`config.mk`:
```
export PLATFORM = sky130hd
export DESIGN_NAME = pipe_stage_reg
export DESIGN_NICKNAME = d
export VERILOG_FILES = /design/src/rtl/pipe_stage_reg.sv
export SDC_FILE = /design/constraint.sdc
export NUM_CORES = 1
export LEC_CHECK = 0
export ABC_AREA = 1
export BUFFER_PORTS_ARGS = -buffer_cell sky130_fd_sc_hd__buf_2
export CORE_MARGIN = 5
export CORE_UTILIZATION = 40
export CTS_BUF_LIST = sky130_fd_sc_hd__clkbuf_8 sky130_fd_sc_hd__clkbuf_16
export CTS_CLUSTER_DIAMETER = 200
export DETAILED_ROUTE_END_ITERATION = 7
export GPL_ROUTABILITY_DRIVEN = 0
export GPL_TIMING_DRIVEN = 0
export PLACE_DENSITY = 0.72
export SKIP_LAST_GASP = 1
export SLEW_MARGIN = 10
export SYNTH_ARGS = -nofsm -noshare
export SYNTH_HDL_FRONTEND = slang
export SYNTH_SLANG_ARGS = --single-unit
```
`constraint.sdc`:
```
create_clock -name clk -period 0.8 [get_ports clk]
set_input_delay 0.08 -clock clk [delete_from_list [all_inputs] [get_ports clk]]
set_output_delay 0.08 -clock clk [all_outputs]
set_load 0.1 [all_outputs]
```
`src/rtl/pipe_stage_reg.sv`:
```
// pipe_stage_reg: inter-stage pipeline register with valid/flush/$0-suppression/T_new decrement; PIPE_STAGE_PERF_EN adds stall_cnt/bubble_cnt
module pipe_stage_reg #(
  parameter int N_DATA   = 2,
  parameter int DATA_W   = 32,
  parameter int ADDR_W   = 5,
  parameter int SEL_W    = 2,
  parameter int TNEW_W   = 2,
  parameter int DEC_TNEW = 1
) (
  input  logic                     clk,
  input  logic                     reset,
  input  logic                     en,
  input  logic                     flush,
  input  logic                     in_valid,
  input  logic [N_DATA*DATA_W-1:0] in_data,
  input  logic [DATA_W-1:0]        in_pc,
  input  logic [ADDR_W-1:0]        in_waddr,
  input  logic                     in_regwrite,
  input  logic [SEL_W-1:0]         in_wsel,
  input  logic [TNEW_W-1:0]        in_tnew,
  output logic                     out_valid,
  output logic [N_DATA*DATA_W-1:0] out_data,
  output logic [DATA_W-1:0]        out_pc,
  output logic [ADDR_W-1:0]        out_waddr,
  output logic                     out_regwrite,
  output logic [SEL_W-1:0]         out_wsel,
  output logic [TNEW_W-1:0]        out_tnew
`ifdef PIPE_STAGE_PERF_EN
  ,
  output logic [15:0]              stall_cnt,
  output logic [15:0]              bubble_cnt
`endif
);
  logic                     load, bubble;
  logic                     nxt_valid, nxt_regwrite;
  logic [N_DATA*DATA_W-1:0] nxt_data;
  logic [ADDR_W-1:0]        nxt_waddr;
  logic [SEL_W-1:0]         nxt_wsel;
  logic [TNEW_W-1:0]        tnew_dec, nxt_tnew;
  // next-state values; a bubble zeroes everything except the PC
  always_comb begin
    load         = flush | en;
    bubble       = flush | ~in_valid;
    tnew_dec     = (DEC_TNEW != 0) ? ((in_tnew == '0) ? '0 : in_tnew - TNEW_W'(1)) : in_tnew;
    nxt_valid    = ~bubble;
    nxt_data     = bubble ? '0 : in_data;
    nxt_waddr    = bubble ? '0 : in_waddr;
    nxt_wsel     = bubble ? '0 : in_wsel;
    nxt_tnew     = bubble ? '0 : tnew_dec;
    nxt_regwrite = ~bubble & in_regwrite & (in_waddr != '0);
  end
  // stage register: reset clears, flush/load update, otherwise hold
  always_ff @(posedge clk or negedge reset) begin
    if (!reset) begin
      out_valid    <= 1'b0;
      out_data     <= '0;
      out_pc       <= '0;
      out_waddr    <= '0;
      out_regwrite <= 1'b0;
      out_wsel     <= '0;
      out_tnew     <= '0;
    end else if (load) begin
      out_valid    <= nxt_valid;
      out_data     <= nxt_data;
      out_pc       <= in_pc;
      out_waddr    <= nxt_waddr;
      out_regwrite <= nxt_regwrite;
      out_wsel     <= nxt_wsel;
      out_tnew     <= nxt_tnew;
    end
  end
`ifdef PIPE_STAGE_PERF_EN
  // saturating stall and bubble counters
  always_ff @(posedge clk or negedge reset) begin
    if (!reset) begin
      stall_cnt  <= '0;
      bubble_cnt <= '0;
    end else begin
      if (!load && stall_cnt != 16'hFFFF) stall_cnt <= stall_cnt + 16'd1;
      if (load && bubble && bubble_cnt != 16'hFFFF) bubble_cnt <= bubble_cnt + 16'd1;
    end
  end
`endif
endmodule

```
[Yosys cells after proc, flatten, opt, wreduce, memory -nomap -nowiden]
Index checks and enable logic that the tools add are counted.
Word-level totals
  register bits after elaboration: 107
  input bits: 111
  output and inout bits: 107
  logic and storage cells: 21
Cells by class
  add/sub/neg operators: 1
  mux-type cells: 5
  bitwise logic cells: 6
  reduce and logical (&&, ||, !) cells: 2
Operators by type and width (number)
  $mux W64: 1
  $mux W2: 3
  $mux W5: 1
  $reduce_bool A5 Y1: 1
  $and A1 B1 Y1: 2
  $logic_not A2 Y1: 1
  $not A1 Y1: 2
  $or A1 B1 Y1: 2
  $sub A2 B1 Y2 const B: 1

[Longest topological paths before layout]
Gate-level depths: netlist (run 1).
  word-level depth: 5
  gate-level depth with buffers: 6
  depth with buffers taken out: 5

[Least setup slack after synthesis (run 1)]
No wires, ideal clock.
  kind: flip-flop to flip-flop
  start: register, netlist name out_data[53]
  end: register out_data[53]
  library setup time: 0.076 ns
  data arrival time: 1.088 ns
  required time: 0.724 ns
  slack: -0.364 ns
  cell stages (with the launch flop): 3
  buffers on the path: 0
  clock period less this slack: 1.164 ns
  path through: dfrtp_1 nand2_1 o21ai_1
RTL lines
  end signal: assignment: RTL line 64  | out_data <= nxt_data;
  end: declaration: RTL line 22  | output logic [N_DATA*DATA_W-1:0] out_data,

[Worst setup path after layout (run 1)]
  start: register out_pc[12]
  end: output out_pc[12]
RTL lines
  start: declaration: RTL line 23  | output logic [DATA_W-1:0] out_pc,
  start signal: assignment: RTL line 65  | out_pc <= in_pc;
No word-level cell between the ends.

==> results.cfg, run 1 <==
[run_status]
status = finished with violations
violations = hold timing, setup timing

[timing]
rsz0062_at_grt = true
slew_violations = 0
setup_viol = 122
whs_ps = -364
hold_violations = 44
tightest_slew_ps = 615
finClkSkew_ps = 0
fin_crit_sh = 1.43
setup_slack_ps = -342
slew_headroom = 0.590
finalCriticalPeriod_ps = 1140
fmax_ghz = 0.876

[floorplanning]
fp.dieH_um = 112
die_width_um = 112
start_util = 0.406
core-area_um2 = 10200
ios = 218
die_area_um2 = 12500
rows = 37

[global_route]
grt_pass1_wl_um = 28300
grt_usage = 0.289
grt_start_max_net_pins = 64
antenna_found_initial = 1
globalRoute.totalOverflow = 0
first_global_vias = 5135

[clocking]
ctsHoldBuffers = 105
cts-root-buf = clkbuf_8
clock_path_buffers = 2
cts.clk_slew.worst_paths_ps = 100
h-tree-depth = 3
cts_buffers = 9
cts_sinks = 107
cts_tree = yes
clock_latency_ps = 360

[power_and_ir_drop]
power_uw = 14500
p_sw_uw = 5250
p_sw_frac = 0.361
ir_drop_uv = 873
p_int_uw = 9290
power.leakage_uw = 0.00416
combPwrFrac = 0.334
p_per_area_nw_per_um2 = 1650
clkPwrFrac = 0.239
p_seq_frac = 0.427

[yosys]
postSynthAreaPerCell_um2 = 9.05
ys_types = 14
ys_warn_count = 0
synth_nets = 570
ys_ff_latch = 107
ys_seq_area_frac = 0.644
netlist_area_um2 = 4160
syn_inst = 459

[placed_design]
dp_hpwl_um = 8900
portBuffers = 217

[setup_path]
crit_type = flip-flop to primary output
required_ps = 720
cp-start-kind = flip-flop
slowest_stage = dfrtp_4
startpoint = out_pc[12]$_DFFE_PN0P_
rr_worst_depth = 3
cp.depth = 1
max_stage_delay_ps = 520
path_cells = buf_12
r2r-start = out_pc[6]$_DFFE_PN0P_
crit_path_end_kind = primary output
path_buf_inv = 1
cp_data_arrival_time_ps = 1060
cpLargestDelayFamily = flip-flops
cp_max_fo = 2

[route]
ant_nets = 0
drc_errors = 0
avgRoutedWirePerCell_um = 20.0
drt_wl_total_um = 18800
vias = 4633
drt_iter0_drc = 294
vias_per_cell = 4.91
dr.pass1.iters = 7

[layout]
syn_to_final_growth_pct = 112
nets = 913
layout_common_cells = nand2_1 (166), buf_2 (116), dfrtp_4 (107), buf_12 (107), dlygate4sd3_1 (105)
drive_above_1_share = 0.476
final_common_cell = nand2_1
utilization = 0.863

[job]
maxCapViolCount = 0

[hold_path]
hold_class = input port to asynchronous set/reset pin
[power groups by stage]
stage	combinational [µW]	clock, µW	sequential (µW)
finish	4860	3470	6210
global route	5020	3730	6240
CTS	4640	3470	6170
detailed placement	3350	0	6120
global placement	3300	0	6100
floorplan	427	0	8200
[layout make-up]
type | count | area (µm²)
Antenna cell | 1 | 2.50
Buffer | 22 | 136
Fill cell | 421 | 1410
Sequential cell | 107 | 3080
Timing Repair Buffer | 332 | 3850
Clock inverter | 4 | 50.0
Inverter | 75 | 282
Tap cell | 136 | 170
Clock buffer | 11 | 151
Multi-Input combinational cell | 255 | 1100
[kinds of logic (layout without fill, tap and decap cells)]
logic type | Yosys count | count (layout) | synth area share
and+or+nand+nor | 182 | 182 | 0.168
buffers and inverters | 97 | 444 | 0.0997
other | 0 | 1 | 0
DFF | 107 | 107 | 0.644
AOI/OAI and AO/OA | 73 | 73 | 0.0879
[metal layers]
layer  track usage  share of wire
met2         0.555           0.56
met3        0.0712          0.069
met4         0.109          0.033
met1         0.300           0.34
met5             0              0
[metrics by stage]
stage | hold WS, ps | worst slack (ps) | cell area, µm² | setup TNS, ps | std cells
final | -364 | -342 | 8820 | -35430 | 943
after floorplan | -216 | -73.0 | 4560 | -6630 | 459
after detailed placement | 31.6 | -428 | 5850 | -43580 | 813
after global routing | -352 | -369 | 8820 | -38680 | 943
after global placement | 282 | -1880 | 5810 | -240890 | 812
after CTS | -363 | -344 | 8720 | -35190 | 935
[worst paths after layout]
| check | endpoint | slack (ps) |
|---|---|---|
| max | out_pc[12] | -340 |
| min | out_data[29]$_DFFE_PN0P_ | -360 |
| max reg2reg | out_pc[6]$_DFFE_PN0P_ | -120 |
| min reg2reg | out_regwrite$_DFFE_PN0P_ | 560 |
| max in group asynchronous | out_data[45]$_DFFE_PN0P_ | 490 |
| min in group clk | out_regwrite$_DFFE_PN0P_ | 70 |
[timing repair]
| item | in CTS | in global routing |
|---|---|---|
| resized for setup | 430 | 17 |
| hold endpoints to repair | 149 | 44 |
| endpoints found under the setup margin | 127 | 121 |
| pin swaps | 1 | 1 |
| buffers inserted | 2 | 7 |
[cell usage after synthesis]
cell	number	area, µm²
inv_1	74	278
buf_2	7	35.0
nand3_1	1	5.00
nand3_2	1	10.0
nor2_1	3	11.3
o21ai_1	19	95.1
buf_6	3	33.8
clkbuf_1	7	26.3
o21ai_0	54	270
nor2_4	1	11.3
dfrtp_1	107	2680
buf_4	5	37.5
nand2_1	176	661
inv_2	1	3.75
[sequential cells by signal, summed over array words and instances, names as in the netlist]
register	flops
out_waddr	5
out_pc	32
out_regwrite	1
out_valid	1
out_data	64
out_wsel	2
out_tnew	2
No activity file was read; power rests on OpenSTA's default activity.
==> inputs of run 2 (changes only) <==
Settings changed: CORE_MARGIN 5 to not set, REMOVE_ABC_BUFFERS set to 1.
==> run 2 against run 1 <==
Net effect:
- the run still ends with hold timing, setup timing left
- sequential cell count did not move
- sequential power fell by 2%
- first-iteration DRC count rose by 50%
- design area rose by 1.7%
- critical endpoint is now out_data[24]
- largest cell class unchanged
==> results.cfg, run 2 (synthesis gave the netlist of run 1 again) <==
[power_and_ir_drop]
p_sw_frac = 0.382
p_seq_frac = 0.417
combPwrFrac = 0.361
power.leakage_uw = 0.00461
power_uw = 14500
clkPwrFrac = 0.222
p_int_uw = 8970
p_per_area_nw_per_um2 = 1620
p_sw_uw = 5560
ir_drop_uv = 923

[setup_path]
endpoint = out_data[24]
required_ps = 720
cp_data_arrival_time_ps = 1070
max_stage_delay_ps = 470
cp.depth = 1
regToRegSetupSlack_ps = -130
cpLargestDelayFamily = flip-flops
rr_worst_depth = 3
crit_path_end_kind = primary output
crit_type = flip-flop to primary output
path_cells = buf_12
r2r-start = out_data[24]$_DFFE_PN0P_
path_buf_inv = 1
slowest_stage = dfrtp_1
cp-start-kind = flip-flop
cp_max_fo = 2
startpoint = out_data[24]$_DFFE_PN0P_
rr_endpoint = out_data[24]$_DFFE_PN0P_

[global_route]
grt_usage = 0.342
first_global_vias = 5117
grt_start_max_net_pins = 67
globalRoute.totalOverflow = 0
antenna_found_initial = 2
grt_pass1_wl_um = 28100

[layout]
largest_reg_flops = 64
syn_to_final_growth_pct = 116
fin_area_um2 = 8980
regMostFlops = out_data
reg_top3 = out_data (64), out_pc (32), out_waddr (5)
drive_above_1_share = 0.402
utilization = 0.906
final_common_cell = nand2_1
fillers = 353
stdcell_count = 965
nets = 937
layout_common_cells = nand2_1 (146), buf_12 (110), buf_2 (107)

[clocking]
cts_buffers = 9
clock_path_buffers = 2
h-tree-depth = 3
cts_sinks = 107
clock_latency_ps = 370
cts.clk_slew.worst_paths_ps = 110
ctsHoldBuffers = 105
cts_tree = yes
cts-root-buf = clkbuf_8

[timing]
whs_ps = -386
finalCriticalPeriod_ps = 1150
rsz0062_at_grt = true
hold_violations = 87
slew_headroom = 0.589
fin_crit_sh = 1.44
setup_viol = 148
setup_slack_ps = -350
tightest_slew_ps = 616
finClkSkew_ps = 0
fmax_ghz = 0.870
slew_violations = 0

[floorplanning]
fp.dieH_um = 104
start_util = 0.419
die_width_um = 104
die_area_um2 = 10800
core-area_um2 = 9910
rows = 36
ios = 218

[route]
drt_wl_total_um = 22300
vias = 5118
ant_nets = 0
avgRoutedWirePerCell_um = 23.1
drt_iter0_drc = 442
vias_per_cell = 5.30
drc_errors = 0
dr.pass1.iters = 5

[placed_design]
placed_cell_area_um2 = 5380
portBuffers = 217
dp_hpwl_um = 7520
dp.cells = 791

[hold_path]
hold_class = input port to asynchronous set/reset pin

[run_status]
status = finished with violations
violations = hold timing, setup timing

[job]
maxCapViolCount = 0
==> run 2: cell count changes in the layout (fill, tap and decap cells not counted), moves of 9 or more <==
| cell | change |
|---|---|
| buf_2 | -9 |
| buf_6 | +25 |
| dfrtp_1 | +106 |
| dfrtp_4 | -107 |
| nand2_1 | -20 |
| nand2_2 | +12 |
| o21ai_0 | +35 |
| o21ai_1 | -43 |
==> run 2: worst min-delay path by stage <==
stage / depth (start not counted) / from / end / slack (ps)
after global placement: 3 / in_pc[0] / out_pc[0]$_DFFE_PN0P_ / 280
after global routing: 1 / reset / out_data[51]$_DFFE_PN0P_ / -370
after CTS: 1 / reset / out_tnew[1]$_DFFE_PN0P_ / -380
after detailed placement: 1 / reset / out_tnew[1]$_DFFE_PN0P_ / 20
final: 1 / reset / out_tnew[1]$_DFFE_PN0P_ / -390
after floorplan: 0 / reset / out_data[0]$_DFFE_PN0P_ / -220
==> run 2: stage by stage <==
stage          setup slack, ps  setup TNS, ps
2_1_floorplan            -1180        -109370
4_1_cts                   -288         -27970
3_3_place_gp             -2220        -335770
5_1_grt                   -372         -35620
6_report                  -350         -31750
3_5_place_dp             -1230        -107330
==> run 2: power by group through the flow <==
stage               registers [µW]  clock network, µW  logic [µW]
finish                        6060               3230        5240
global route                  6080               3450        5360
CTS                           5980               3110        4580
detailed placement            5930                  0        3290
global placement              5910                  0        3200
floorplan                     7970                  0         353
==> run 2: layout make-up <==
cell class | instances | area [µm²] | area share
clock inverter | 5 | 28.8 | 0.00321
antenna | 1 | 2.50 | 0.000279
sequential | 107 | 2680 | 0.298
timing repair buffer | 374 | 4370 | 0.486
tap | 133 | 166 | 0.0185
clock buffer | 11 | 151 | 0.0169
multi-input combinational | 259 | 1290 | 0.144
inverter | 75 | 290 | 0.0323
==> run 2: metal layers <==
layer / share of wire / GRT usage / vias to the layer above
li1: - / - / 2114
met1: 0.34 / 0.367 / 2482
met2: 0.50 / 0.624 / 392
met3: 0.091 / 0.0808 / 128
met4: 0.068 / 0.179 / 2
met5: 0.00067 / 0 / -
==> run 2: repair_timing <==
item | CTS | global route
endpoints found under the hold margin | 146 | 41
cloned | 4 | 1
pin swaps | 4 | 13
buffers inserted | 16 | 39
setup endpoints to repair | 214 | 186
gates resized for setup | 410 | 126
==> inputs of run 3 (changes only) <==
Settings changed: ABC_AREA 1 to not set, PLACE_DENSITY 0.72 to 0.74.
==> run 3 against run 2 <==
Net effect:
- the flow still finishes with violations (hold timing, setup timing)
- via count is 19% lower
- routed wire length decreased by 10%
- fmax increased by 3.2%
- global-route usage fell by 2.5 points
- critical path depth is the same
- design area down 2.3%
- final cell count fell by 21%
- worst hold slack better by 140 ps
- core utilization increased by 3.5 points
- sequential cell count did not move
- clock skew is the same
- critical endpoint is now out_data[25]
==> results.cfg, run 3 <==
[run_status]
status = finished with violations
violations = hold timing, setup timing

[setup_path]
max_stage_delay_ps = 460
crit_type = flip-flop to primary output
required_ps = 720
path_cells = buf_12
slowest_stage = dfrtp_1
cp_data_arrival_time_ps = 1030
crit_path_end_kind = primary output
startpoint = out_data[25]$_DFFE_PN0P_
cp-start-kind = flip-flop
path_buf_inv = 1
cpLargestDelayFamily = flip-flops
cp_max_fo = 2
r2r-start = out_data[50]$_DFFE_PN0P_

[yosys]
postSynthAreaPerCell_um2 = 16.1
synth_top_area_share = 0.691
syn_inst = 240
netlist_area_um2 = 3870
synth_area_leaders = dfrtp_1 (69%), a22o_1 (16%), mux2_2 (9.3%), buf_6 (2.0%), buf_2 (0.90%)
ys_types = 15
yosys.area.top_type = dfrtp_1
synth.most_common_cell = dfrtp_1
ys_ff_latch = 107
synth-main-ff-cell = dfrtp_1
async_flop_share = 1.00
ys_seq_area_frac = 0.691
synth_edf_count = 0
synth_top_cells_by_count = dfrtp_1 (107), a22o_1 (71), mux2_2 (32)
ys_warn_count = 0

[global_route]
grt_pass1_wl_um = 23600
grt_usage = 0.317
globalRoute.totalOverflow = 0
antenna_found_initial = 3
grt_start_max_net_pins = 56
first_global_vias = 4259

[clocking]
cts_tree = yes
cts-root-buf = clkbuf_8
h-tree-depth = 3
clock_path_buffers = 2
cts.clk_slew.worst_paths_ps = 120
cts_sinks = 107
ctsHoldBuffers = 106
cts_buffers = 9
clock_latency_ps = 360

[timing]
setup_viol = 202
hold_violations = 54
finClkSkew_ps = 0
slew_violations = 0
rsz0062_at_grt = true
fmax_ghz = 0.898
slew_headroom = 0.512
fin_crit_sh = 1.39
whs_ps = -248
setup_slack_ps = -314
tightest_slew_ps = 732
finalCriticalPeriod_ps = 1110

[placed_design]
portBuffers = 217
post-place-ws_ps = -852
placed_cell_area_um2 = 5070
dp_hpwl_um = 6590

[route]
vias = 4166
vias_per_cell = 5.46
avgRoutedWirePerCell_um = 26.3
ant_nets = 0
drc_errors = 0
dr.pass1.iters = 7
drt_wl_total_um = 20100
drt_iter0_drc = 229

[layout]
multi_input_area_um2 = 1200
drive_above_1_share = 0.533
nets = 736
reg_top3 = out_data (64), out_pc (32), out_waddr (5)
regArea_um2 = 2680
fillers = 254
syn_to_final_growth_pct = 127
final_common_cell = buf_12
fin_area_um2 = 8770
regMostFlops = out_data
layout_common_cells = buf_12 (110), buf_2 (109), dlygate4sd3_1 (106), dfrtp_1 (106), a22o_1 (71)
largest_reg_flops = 64

[floorplanning]
rows = 35
die_width_um = 100
fp.dieH_um = 100
start_util = 0.415
die_area_um2 = 10100
ios = 218
core-area_um2 = 9330

[power_and_ir_drop]
power.leakage_uw = 0.00426
p_per_area_nw_per_um2 = 1660
ir_drop_uv = 1120

[job]
maxCapViolCount = 0

[hold_path]
hold_class = input port to asynchronous set/reset pin
-- run 3: changes by cell type in the layout (fill, tap and decap cells not counted), sizes merged, moves of 3 or more --
cell	previous run	this run
a22o	0	71
nand2	176	3
diode	1	4
buf	266	281
o21ai	73	1
inv	75	4
nand3	5	0
mux2	0	32
-- run 3: kinds of logic (layout without fill, tap and decap cells) --
family                 after synthesis  in the layout  share of synthesized area
DFF                                107            107                      0.691
AOI/OAI and AO/OA                   75             75                      0.169
buffers and inverters               19            407                     0.0362
and+or+nand+nor                      7              9                     0.0103
muxes                               32             32                     0.0931
other                                0              4                          0
-- run 3: worst paths after layout --
check / end / slack, ps / cells after the start
worst min-delay path: out_data[0]$_DFFE_PN0P_ / -250 / 1
worst max register to register: out_data[50]$_DFFE_PN0P_ / -170 / 2
max in group asynchronous: out_data[57]$_DFFE_PN0P_ / 330 / 2
min in group clk: out_regwrite$_DFFE_PN0P_ / 150 / 4
worst max-delay path: out_data[25] / -310 / 1
worst min register to register: out_pc[14]$_DFFE_PN0P_ / 590 / 1
-- run 3: stage by stage --
| stage | TNS (ps) | power [µW] | std cells | util | hold slack, ps |
|---|---|---|---|---|---|
| floorplan | -131310 | 8350 | 221 | - | -216 |
| global placement | -347770 | 9110 | 567 | 0.534 | 273 |
| detailed placement | -74040 | 9200 | 571 | 0.544 | 173 |
| CTS | -28360 | 13700 | 720 | 0.863 | -226 |
| global route | -39370 | 14900 | 762 | 0.940 | -199 |
| finish | -35550 | 14600 | 763 | 0.940 | -248 |
-- run 3: power breakdown --
part / leakage (µW) / internal [µW] / switching, µW
sequential: 0.00139 / 5680 / 372
clock: 0.0000959 / 1230 / 1990
combinational: 0.00277 / 2230 / 3050
-- run 3: timing repair --
action | 4_1_cts | 5_1_grt
cloned | 5 | 2
pin swaps | 1 | 2
buffers inserted | 22 | 42
resized for setup | 400 | 91
hold endpoints to repair | 160 | 54
endpoints found under the setup margin | 208 | 181
-- run 3: routing by layer --
metal  share of wire  wire (µm)  global-route usage
met5               0          0                   0
met4           0.062       1240               0.136
met3           0.094       1880               0.100
met2            0.51      10200               0.574
met1            0.34       6760               0.340
-- run 3: area by class of cell --
class | count | area share
diodes | 4 | 0.00114
clock buffers | 10 | 0.0157
clock inverters | 6 | 0.00471
multi-input cells | 116 | 0.136
flip-flops and latches | 107 | 0.305
well taps | 129 | 0.0184
repair buffers | 391 | 0.518
